### src/rtl/spi_adc_rx.sv
//------------------------------------------------------------------------------
// spi_adc_rx
//
// SPI master receiver for a serial ADC (CPOL=0). Each frame pulls nCS low,
// produces FRAME_BITS sck periods and samples miso MSB-first on every sck
// rising edge. When the frame ends, the received word is shifted right by
// DATA_SHIFT and truncated to DATA_BITS, then presented on dout with a
// one-cycle valid pulse.
//
// A frame starts on a start pulse or on a periodic tick while auto_en is high.
// One trigger that arrives during a frame is held and served after the gap.
// Any further trigger during that frame is dropped.
//
// Timing, in clk cycles:
//   SETUP : DIV cycles with nCS low and sck low
//   SHIFT : 2*DIV*FRAME_BITS cycles; sck starts low and toggles every DIV
//   GAP   : GAP cycles with nCS high, busy still high
//
// Parameters:
//   DIV        sck half-period in clk cycles (1..255)
//   FRAME_BITS sck rising edges per frame (2..32)
//   DATA_BITS  width of dout (DATA_BITS + DATA_SHIFT <= FRAME_BITS)
//   DATA_SHIFT trailing received bits discarded
//   GAP        minimum nCS-high cycles between frames (>= 1)
//   PERIOD     clk cycles between auto-mode frame starts (>= 1)
//
// Ports:
//   clk      system clock; all logic runs on its rising edge
//   rst      asynchronous active-high reset
//   start    single-frame request, sampled every clk
//   auto_en  high = free-running conversions every PERIOD cycles
//   nCS      active-low chip select to the ADC
//   sck      serial clock to the ADC, idles low
//   miso     serial data from the ADC
//   dout     last complete sample
//   valid    one-cycle pulse when dout updates
//   busy     high from frame start until the end of the gap
//   overrun  (only with SPI_ADC_RX_OVERRUN_EN) sticky flag, set when a
//            trigger is dropped and cleared only by rst
//
// Optional feature macro: SPI_ADC_RX_OVERRUN_EN
//------------------------------------------------------------------------------
module spi_adc_rx #(
   parameter int DIV        = 2,
   parameter int FRAME_BITS = 16,
   parameter int DATA_BITS  = 13,
   parameter int DATA_SHIFT = 3,
   parameter int GAP        = 4,
   parameter int PERIOD     = 100
) (
   input  logic                 clk,
   input  logic                 rst,
   input  logic                 start,
   input  logic                 auto_en,
   output logic                 nCS,
   output logic                 sck,
   input  logic                 miso,
   output logic [DATA_BITS-1:0] dout,
   output logic                 valid,
   output logic                 busy
`ifdef SPI_ADC_RX_OVERRUN_EN
   ,
   output logic                 overrun
`endif
);

   // Counter widths, each at least 1 bit so that degenerate parameters still
   // elaborate.
   localparam int DIV_W = (DIV > 1)    ? $clog2(DIV)    : 1;
   localparam int BIT_W = $clog2(FRAME_BITS + 1);
   localparam int GAP_W = (GAP > 1)    ? $clog2(GAP)    : 1;
   localparam int PER_W = (PERIOD > 1) ? $clog2(PERIOD) : 1;

   typedef enum logic [1:0] {
      ST_IDLE,
      ST_SETUP,
      ST_SHIFT,
      ST_GAP
   } state_t;

   state_t                state;
   state_t                next_state;

   logic [DIV_W-1:0]      phase_cnt;   // clk cycles within the current sck half-period
   logic [BIT_W-1:0]      bit_cnt;     // sck rising edges so far in this frame
   logic [GAP_W-1:0]      gap_cnt;     // clk cycles spent in GAP
   logic [FRAME_BITS-1:0] shift_reg;

   logic                  auto_q;      // auto_en delayed by one cycle, for rise detection
   logic [PER_W-1:0]      period_cnt;
   logic                  tick;        // auto-mode conversion request
   logic                  pending;     // one trigger held while busy

   logic                  phase_end;
   logic                  gap_end;
   logic                  trigger;
   logic                  sample_en;
   logic                  frame_done;

   assign phase_end = (phase_cnt == DIV_W'(DIV - 1));
   assign gap_end   = (gap_cnt == GAP_W'(GAP - 1));
   // A start and a tick in the same cycle merge into a single trigger.
   assign trigger   = start | tick;

   //---------------------------------------------------------------------------
   // Auto-mode period counter.
   // The first tick comes in the cycle after auto_en is first seen high.
   // Every later tick comes PERIOD cycles after the previous one.
   // Dropping auto_en clears the counter. Any frame in progress and any
   // pending trigger are left alone.
   //---------------------------------------------------------------------------
   always_ff @(posedge clk or posedge rst) begin
      if (rst) begin
         auto_q     <= 1'b0;
         period_cnt <= '0;
         tick       <= 1'b0;
      end else begin
         // NOTE: clocked state is always updated with non-blocking assignments,
         // so every flop in this edge sees the values from before the edge.
         auto_q <= auto_en;
         if (!auto_en) begin
            period_cnt <= '0;
            tick       <= 1'b0;
         end else if (!auto_q || period_cnt == '0) begin
            period_cnt <= PER_W'(PERIOD - 1);
            tick       <= 1'b1;
         end else begin
            period_cnt <= period_cnt - 1'b1;
            tick       <= 1'b0;
         end
      end
   end

   //---------------------------------------------------------------------------
   // FSM state register
   //---------------------------------------------------------------------------
   always_ff @(posedge clk or posedge rst) begin
      if (rst) begin
         state <= ST_IDLE;
      end else begin
         state <= next_state;
      end
   end

   //---------------------------------------------------------------------------
   // FSM next-state and per-cycle strobes.
   // In SHIFT, each half-period boundary does one of three things:
   //   sck low           -> this edge drives sck high, so sample miso
   //   sck high, more    -> ordinary falling edge
   //   sck high, last    -> frame complete
   //---------------------------------------------------------------------------
   always_comb begin
      // NOTE: every output of this block gets a default first, so no path
      // leaves one unassigned and no latch is inferred.
      next_state = state;
      sample_en  = 1'b0;
      frame_done = 1'b0;
      unique case (state)
         ST_IDLE: begin
            if (trigger || pending) begin
               next_state = ST_SETUP;
            end
         end
         ST_SETUP: begin
            if (phase_end) begin
               next_state = ST_SHIFT;
            end
         end
         ST_SHIFT: begin
            if (phase_end) begin
               if (!sck) begin
                  sample_en = 1'b1;
               end else if (bit_cnt == BIT_W'(FRAME_BITS)) begin
                  frame_done = 1'b1;
                  next_state = ST_GAP;
               end
            end
         end
         ST_GAP: begin
            if (gap_end) begin
               next_state = ST_IDLE;
            end
         end
         default: next_state = ST_IDLE;
      endcase
   end

   //---------------------------------------------------------------------------
   // Datapath and registered outputs.
   // nCS, busy and sck are decoded from next_state so that they change on the
   // same edge as the state itself. They come straight from flops, so they
   // never glitch.
   //---------------------------------------------------------------------------
   always_ff @(posedge clk or posedge rst) begin
      if (rst) begin
         nCS       <= 1'b1;
         sck       <= 1'b0;
         busy      <= 1'b0;
         valid     <= 1'b0;
         dout      <= '0;
         phase_cnt <= '0;
         bit_cnt   <= '0;
         gap_cnt   <= '0;
         // NOTE: the shift register is cleared by reset like every other flop.
         // It is only a frame wide, and a known value keeps post-reset
         // behaviour deterministic.
         shift_reg <= '0;
         pending   <= 1'b0;
      end else begin
         nCS   <= !(next_state == ST_SETUP || next_state == ST_SHIFT);
         busy  <= (next_state != ST_IDLE);
         valid <= frame_done;

         if (frame_done) begin
            dout <= shift_reg[DATA_SHIFT +: DATA_BITS];
         end

         // Half-period counter: restarts on every state change and on every
         // sck toggle boundary. It only runs in SETUP and SHIFT.
         if (next_state != state || phase_end) begin
            phase_cnt <= '0;
         end else if (state == ST_SETUP || state == ST_SHIFT) begin
            phase_cnt <= phase_cnt + 1'b1;
         end

         // sck is low everywhere outside SHIFT, including on the exit edge.
         if (next_state != ST_SHIFT) begin
            sck <= 1'b0;
         end else if (state == ST_SHIFT && phase_end) begin
            sck <= !sck;
         end

         if (state == ST_SETUP) begin
            bit_cnt <= '0;
         end else if (sample_en) begin
            bit_cnt <= bit_cnt + 1'b1;
         end

         if (sample_en) begin
            shift_reg <= {shift_reg[FRAME_BITS-2:0], miso};
         end

         if (state == ST_GAP && !gap_end) begin
            gap_cnt <= gap_cnt + 1'b1;
         end else begin
            gap_cnt <= '0;
         end

         // In IDLE, any held trigger is consumed by the transition to SETUP.
         // While busy, the first trigger is held. Later ones fall on an
         // already-set flag and are lost.
         if (state == ST_IDLE) begin
            pending <= 1'b0;
         end else if (trigger) begin
            pending <= 1'b1;
         end
      end
   end

`ifdef SPI_ADC_RX_OVERRUN_EN
   //---------------------------------------------------------------------------
   // Sticky overrun: set when a trigger arrives while busy and one is already
   // held, i.e. whenever a trigger is dropped.
   //---------------------------------------------------------------------------
   always_ff @(posedge clk or posedge rst) begin
      if (rst) begin
         overrun <= 1'b0;
      end else if (state != ST_IDLE && trigger && pending) begin
         overrun <= 1'b1;
      end
   end
`endif

endmodule

### config.mk
export PLATFORM = sky130hd
export DESIGN_NAME = spi_adc_rx
export DESIGN_NICKNAME = d
export VERILOG_FILES = /design/src/rtl/spi_adc_rx.sv
export SDC_FILE = /design/constraint.sdc
export NUM_CORES = 1
export LEC_CHECK = 0
export ABC_AREA = 1
export CAP_MARGIN = 10
export CORE_MARGIN = 1
export CORE_UTILIZATION = 56
export DETAILED_ROUTE_END_ITERATION = 8
export PLACE_DENSITY = 0.78
export SETUP_SLACK_MARGIN = 0.5
export SYNTH_ARGS = -nofsm -noshare
export SYNTH_HDL_FRONTEND = slang
export SYNTH_SLANG_ARGS = --single-unit
### constraint.sdc
create_clock -name clk -period 2.2 [get_ports clk]
set_input_delay 0.22 -clock clk [delete_from_list [all_inputs] [get_ports clk]]
set_output_delay 0.22 -clock clk [all_outputs]
set_load 0.1 [all_outputs]
# Word-level counts from Yosys, hierarchy flattened
# Index checks and enable logic that the tools add are counted.
[classes] add_sub_neg=4 eq_ne=9 muxes=27 bitwise_logic=1 reduce_logical=18
[ops] operator="1-bit 2-to-1 mux" count=15
[ops] operator="2-bit 2-to-1 mux" count=7
[ops] operator="7-bit 2-to-1 mux" count=2
[ops] operator="5-bit 2-to-1 mux" count=2
[ops] operator="2-bit nonzero test" count=5
[ops] operator="2-bit equality test, second input constant" count=4
[ops] operator="2-bit one-hot mux with 4 select lines" count=1
[ops] operator="7-bit logical NOT" count=1
[ops] operator="7-bit by 1-bit subtractor with 7-bit output, second input constant" count=1
[ops] operator="5-bit by 1-bit adder with 5-bit output, second input constant" count=1
[ops] operator="5-bit equality test, second input constant" count=1
[ops] operator="1-bit logical OR" count=5
[ops] operator="2-bit by 1-bit equality test with 1-bit output, second input constant" count=2
[ops] operator="1-bit logical NOT" count=4
[ops] operator="2-bit by 1-bit adder with 2-bit output, second input constant" count=1
[ops] operator="1-bit logical AND" count=2
[ops] operator="2-bit logical NOT" count=1
[ops] operator="2-bit inequality test" count=1
[ops] operator="2-bit inequality test, second input constant" count=1
[ops] operator="1-bit adder, second input constant" count=1
[ops] operator="1-bit bitwise OR" count=1
[totals] register_bits=53 input_bits=5 out_inout_bits=17 wordCells=73

# Logic depth before layout (Yosys ltp)
[logic_depth] depth_word=8 depth_mapped=10 depth_no_buf=10

# Worst setup path after synthesis
# Ideal clock, no wire load.
[synth_timing] path_type="flip-flop to flip-flop" startpoint="register sck" endpoint="register sck" setup_time_ns=0.130 arrival_ns=1.813 required_ns=2.070 setup_slack_ns=0.257 path_stages_with_launch=8 n_path_buf=0 synth_period_minus_slack_ns=1.943 cell_sequence="dfrtp_1 -> nand2_1 -> nor2_1 -> nand2_2 -> nand3_1 -> nand2_1 -> ha_1 -> a21boi_0"
[synth_between] elab_chain_len=5 elab_cells_between_ends=8 cone_classes="eq/ne (1); mux (5); reduce/logical (2)"
[synth_rtl] item="start, declared" line="56" text="output logic sck,"
[synth_rtl] item="start signal, assigned" line="230" text="sck <= !sck;"
[synth_rtl] item="2-bit 2-to-1 mux" line="171" text="if (!sck) begin"
[synth_rtl] item="2-bit 2-to-1 mux" line="170" text="if (phase_end) begin"
[synth_rtl] item="2-bit one-hot mux with 4 select lines" line="158" text="unique case (state)"
[synth_rtl] item="2-bit inequality test" line="227" text="if (next_state != ST_SHIFT) begin"
[synth_rtl] item="1-bit 2-to-1 mux or 2-bit nonzero test (tied branches)"
# Several ways; a longest one is shown, not always the timed one. The select of a mux whose other input is x is not followed.
# A chain may end at the register's enable or synchronous reset.

# Final worst setup path
[layout_timing] startpoint="register state[0]" endpoint="register sck"
[layout_between] elab_chain_len=6 elab_cells_between_ends=15 cone_classes="eq/ne (4); mux (8); reduce/logical (3)"
[layout_rtl] item="start, declared" line="81" text="state_t state;"
[layout_rtl] item="start signal, assigned" line="141" text="state <= next_state;"
[layout_rtl] item="2-bit 2-to-1 mux" line="173" text="end else if (bit_cnt == BIT_W'(FRAME_BITS)) begin"
[layout_rtl] item="2-bit 2-to-1 mux" line="171"
[layout_rtl] item="2-bit 2-to-1 mux" line="170"
[layout_rtl] item="2-bit one-hot mux with 4 select lines" line="158"
[layout_rtl] item="2-bit inequality test" line="227"
[layout_rtl] item="1-bit 2-to-1 mux or 2-bit nonzero test (tied branches)"
# Several ways; a longest one is shown, not always the timed one.

==> results.md <==
Worst setup path:
- In this design, the stage delay of the slowest critical-path cell is 0.47 ns.
- The critical path class is flop to flop.
- The most repeated library cell on the critical path is sky130_fd_sc_hd__nand2_2.
- In this run the critical register-to-register path is launched from state[0].
- The worst setup path is captured at a flop.
- The slowest stage cell on the critical path is sky130_fd_sc_hd__dfrtp_2.
- The startpoint type of the worst setup path is a flop.
- The highest net fanout along the worst path is 5.
- The data arrival time of the worst path is 1.82 ns.
- Walking the worst path, the cells encountered are buf_4, ha_4, nand2_1, nand3_1, nand2_2, nand3_2, nand2_2, ha_1, a21boi_2.
- The critical path starts at state[0].
- At the worst endpoint, the required time is 2.43 ns.

Power and ir drop:
- The worst-case vdd ir drop is 0.711 mV.
- The static leakage power is 1.34 nW.
- Power spread over the standard cell area amounts to 1010 mW/mm^2.

Floorplan:
- The height of the die is 66.3 um.
- The area of the die is 0.00440 mm^2.
- The number of placement rows is 23.
- The area of the core is 0.00400 mm^2.
- The floorplan die width is 66.3 um.
- The initial utilization of the core area, before any placement, comes to 0.580.
- The top-level I/O count is 22.

Routing:
- After detailed routing, the number of remaining DRC violations is 0.
- The number of DRC markers after the initial detailed-route iteration is 98.
- The count of nets left with antenna violations once routing finished came out at 0.
- The first TritonRoute pass finished after 4 iterations.
- Across all layers, the routed design uses 1592 vias.
- In the routed layout, each cell is associated on average with a via count of 4.78.
- Summed over all layers, the routed wires come to 3760 um.
- The detailed-route wire length per cell is 11.3 um.

Timing:
- After routing, the total negative slack on setup checks comes to 0 ns.
- The final period demand of the worst path is 1.59 ns.
- The achievable clock frequency is 630 MHz.
- The number of failing hold endpoints at the final stage is 0.
- Dividing the final minimum period by the clock period gives 0.722.
- The minimum setup slack in the final design is 0.613 ns.
- The max-slew violation count is 0.
- Setup repair after global routing left no endpoint under its margin.
- For the pin with the worst max-slew slack, the measured transition is 0.495 ns.
- The worst-case headroom to the max-slew limit is 0.670.
- Setup violations remaining at the end of the flow were counted as 0.
- On the final layout, the worst clock skew is 0.00570 ns.

CTS:
- The clock passes through at most 2 buffers.
- The insertion delay of the later-clocked pin in the worst-skew pair is 0.30 ns.
- The CTS clock-pin slew for the worst setup and hold paths is 0.09 ns.
- The total of hold buffers inserted after clock tree synthesis is 0.
- Clock tree synthesis found a total of 53 sinks.
- The TritonCTS clock tree is built.
- The number of buffers created by CTS is 5.
- The root cell of the clock tree is sky130_fd_sc_hd__clkbuf_8.
- The H-tree was split into 2 levels.

Synthesis:
- The number of enable flip-flop cells after synthesis is 0.
- The sequential-to-total area share from yosys stat is 0.573.
- The most frequent cell after synthesis is sky130_fd_sc_hd__nand2_1.
- In this run the cell area of the synthesized design comes to 0.00232 mm^2.
- The area share of the largest cell type after synthesis is 0.561.
- After synthesis, the cell types taking the most area are sky130_fd_sc_hd__dfrtp_1 (56%), sky130_fd_sc_hd__nand2_1 (9.2%), sky130_fd_sc_hd__inv_1 (6.8%).
- The post-synthesis instance total is 253.
- Ranked by instance count, the synthesized netlist is headed by sky130_fd_sc_hd__nand2_1 (57), sky130_fd_sc_hd__dfrtp_1 (52), sky130_fd_sc_hd__inv_1 (42).
- The share of synthesized registers carrying an async set or reset is 1.00.
- Counting every net in the synthesized netlist gives 269.
- Yosys printed 0 warnings.
- Counting flops and latches in the post-synthesis netlist gives 53.
- The biggest area contributor in the post-synthesis netlist is sky130_fd_sc_hd__dfrtp_1.
- The most frequently used flop master after synthesis is sky130_fd_sc_hd__dfrtp_1.
- The post-synthesis average cell area is 9.16 um^2.
- The count of unique library cells instantiated by Yosys is 26.

Finish:
- The fraction of final layout cells with drive strength greater than 1 is 0.194.
- The register with the most flip-flops in the layout has 16 of them.
- For this run, the number of standard cells in the final layout without fillers is 333.
- The net count of the finished layout is 298.
- The area growth from synthesis to layout is 18.7%.
- For this run, the share of the core covered by cells in the final layout is 0.688.
- The area of combinational cells with multiple inputs is 850 um^2.
- The antenna diode count is 0.
- The filler cells instantiated in the layout total 294.
- The sequential cell area is 0.00133 mm^2.

Run:
- The number of max-cap violations is 0.

GRT:
- The number of antenna violations at the first check in global routing is 0.
- The first-pass GRT wire length is 6570 um.
- Entering global routing, the biggest net connects 32 pins.
- Global routing finished with a remaining overflow of 0.
- In the global route stage, overall resource usage came out at 0.204.
- The via count of the first global-routing pass is 1548.

Place:
- The routability congestion estimate from global placement is 0.847.
- At the placement stage, the worst setup path has a slack of 0.432 ns.
- After legalization and detailed placement, the total HPWL measured 2650 um.
- Buffers placed on the I/O ports in this run total 21.
- Including well taps, the total number of placed cells is 322.

Status:
- The flow ran to the end, and the final reports show no timing, DRC or antenna violations.

Hold path:
- The path type of the worst min-delay path is input port to asynchronous set/reset pin.
-- cell type report --
class / count / share of cell area
Sequential cell: 53 / 0.484
Clock inverter: 2 / 0.0136
Timing Repair Buffer: 27 / 0.0818
Tap cell: 50 / 0.0227
Multi-Input combinational cell: 152 / 0.309
Inverter: 43 / 0.0595
Clock buffer: 6 / 0.0300
-- critical path, delay by kind of cell (launching register included) --
kind	cells	cell delay, ns
DFF	1	0.47
and+or+nand+nor	5	0.43
adders and majority gates	2	0.32
buffers and inverters	1	0.16
AOI/OAI and AO/OA	1	0.15
-- report_power, final --
part	switching [W]	internal (W)	total [W]	leakage (nW)
clock	0.000306	0.000370	0.000675	0.0574
combinational	0.000577	0.000318	0.000895	0.579
sequential	0.0000998	0.00112	0.00122	0.706
total	0.000982	0.00180	0.00279	1.34
-- cell usage in the layout (no fill, tap or decap) --
| cell type | n |
|---|---|
| sky130_fd_sc_hd__nand3b_1 | 2 |
| sky130_fd_sc_hd__a21oi_1 | 6 |
| sky130_fd_sc_hd__a31oi_4 | 1 |
| sky130_fd_sc_hd__dfstp_2 | 1 |
| sky130_fd_sc_hd__xnor2_1 | 1 |
| sky130_fd_sc_hd__bufinv_16 | 1 |
| sky130_fd_sc_hd__nand3_2 | 1 |
| sky130_fd_sc_hd__ha_4 | 2 |
| sky130_fd_sc_hd__nor3_2 | 2 |
| sky130_fd_sc_hd__ha_2 | 1 |
| sky130_fd_sc_hd__ha_1 | 8 |
| sky130_fd_sc_hd__a21boi_2 | 1 |
| sky130_fd_sc_hd__clkbuf_8 | 6 |
| sky130_fd_sc_hd__buf_12 | 1 |
| sky130_fd_sc_hd__nand2_1 | 54 |
| sky130_fd_sc_hd__nand3_1 | 9 |
| sky130_fd_sc_hd__inv_4 | 1 |
| sky130_fd_sc_hd__nand4_1 | 2 |
| sky130_fd_sc_hd__buf_4 | 22 |
| sky130_fd_sc_hd__or2_2 | 1 |
| sky130_fd_sc_hd__clkinvlp_4 | 1 |
| sky130_fd_sc_hd__nor2_4 | 1 |
| sky130_fd_sc_hd__clkdlybuf4s50_1 | 4 |
| sky130_fd_sc_hd__xor2_1 | 1 |
| sky130_fd_sc_hd__and2_2 | 1 |
| sky130_fd_sc_hd__inv_1 | 39 |
| sky130_fd_sc_hd__o21ai_1 | 3 |
| sky130_fd_sc_hd__o21ai_0 | 31 |
| sky130_fd_sc_hd__dfrtp_1 | 49 |
| sky130_fd_sc_hd__dfrtp_2 | 3 |
| sky130_fd_sc_hd__nor3_1 | 1 |
| sky130_fd_sc_hd__nand2_2 | 5 |
| sky130_fd_sc_hd__nor2_1 | 18 |
| sky130_fd_sc_hd__inv_2 | 3 |
-- per-stage QoR --
stage / total power (W) / cell area (um^2) / hold slack, ns
2_1_floorplan: 0.00183 / 2320 / 0.251
3_3_place_gp: 0.00199 / 2560 / 0.427
3_5_place_dp: 0.00202 / 2560 / 0.436
4_1_cts: 0.00271 / 2690 / 0.259
5_1_grt: 0.00299 / 2750 / 0.296
6_report: 0.00279 / 2750 / 0.255
-- per-layer routing --
layer,share of wire,routed length [um],track usage
met1,0.47,1770,0.262
met2,0.48,1810,0.328
met3,0.036,137,0.0638
met4,0.0098,37,0.0638
met5,0,0,0
-- what timing repair did --
item,4_1_cts,5_1_grt
pin swaps,1,0
setup endpoints to repair,4,5
resized for setup,2,14
setup buffers,1,2
-- cell families after synthesis --
kind of cell             synth area share
AND/OR/NAND/NOR                     0.182
buffers and inverters              0.0799
flip-flops                          0.573
adder cells (fa/ha/maj)            0.0594
XOR/XNOR                          0.00756
AO/OA/AOI/OAI                      0.0988
-- final timing paths --
path	cells past startpoint	endpoint	slack (ns)
setup / recovery	9	sck	0.61
hold / removal	2	dout[9]	0.25
setup reg to reg	9	sck	0.61
hold reg to reg	1	gap_cnt[0]	0.44
max in group asynchronous	3	nCS	1.34
min in group clk	1	auto_q	0.41
No activity file was read; power rests on OpenSTA's default activity.
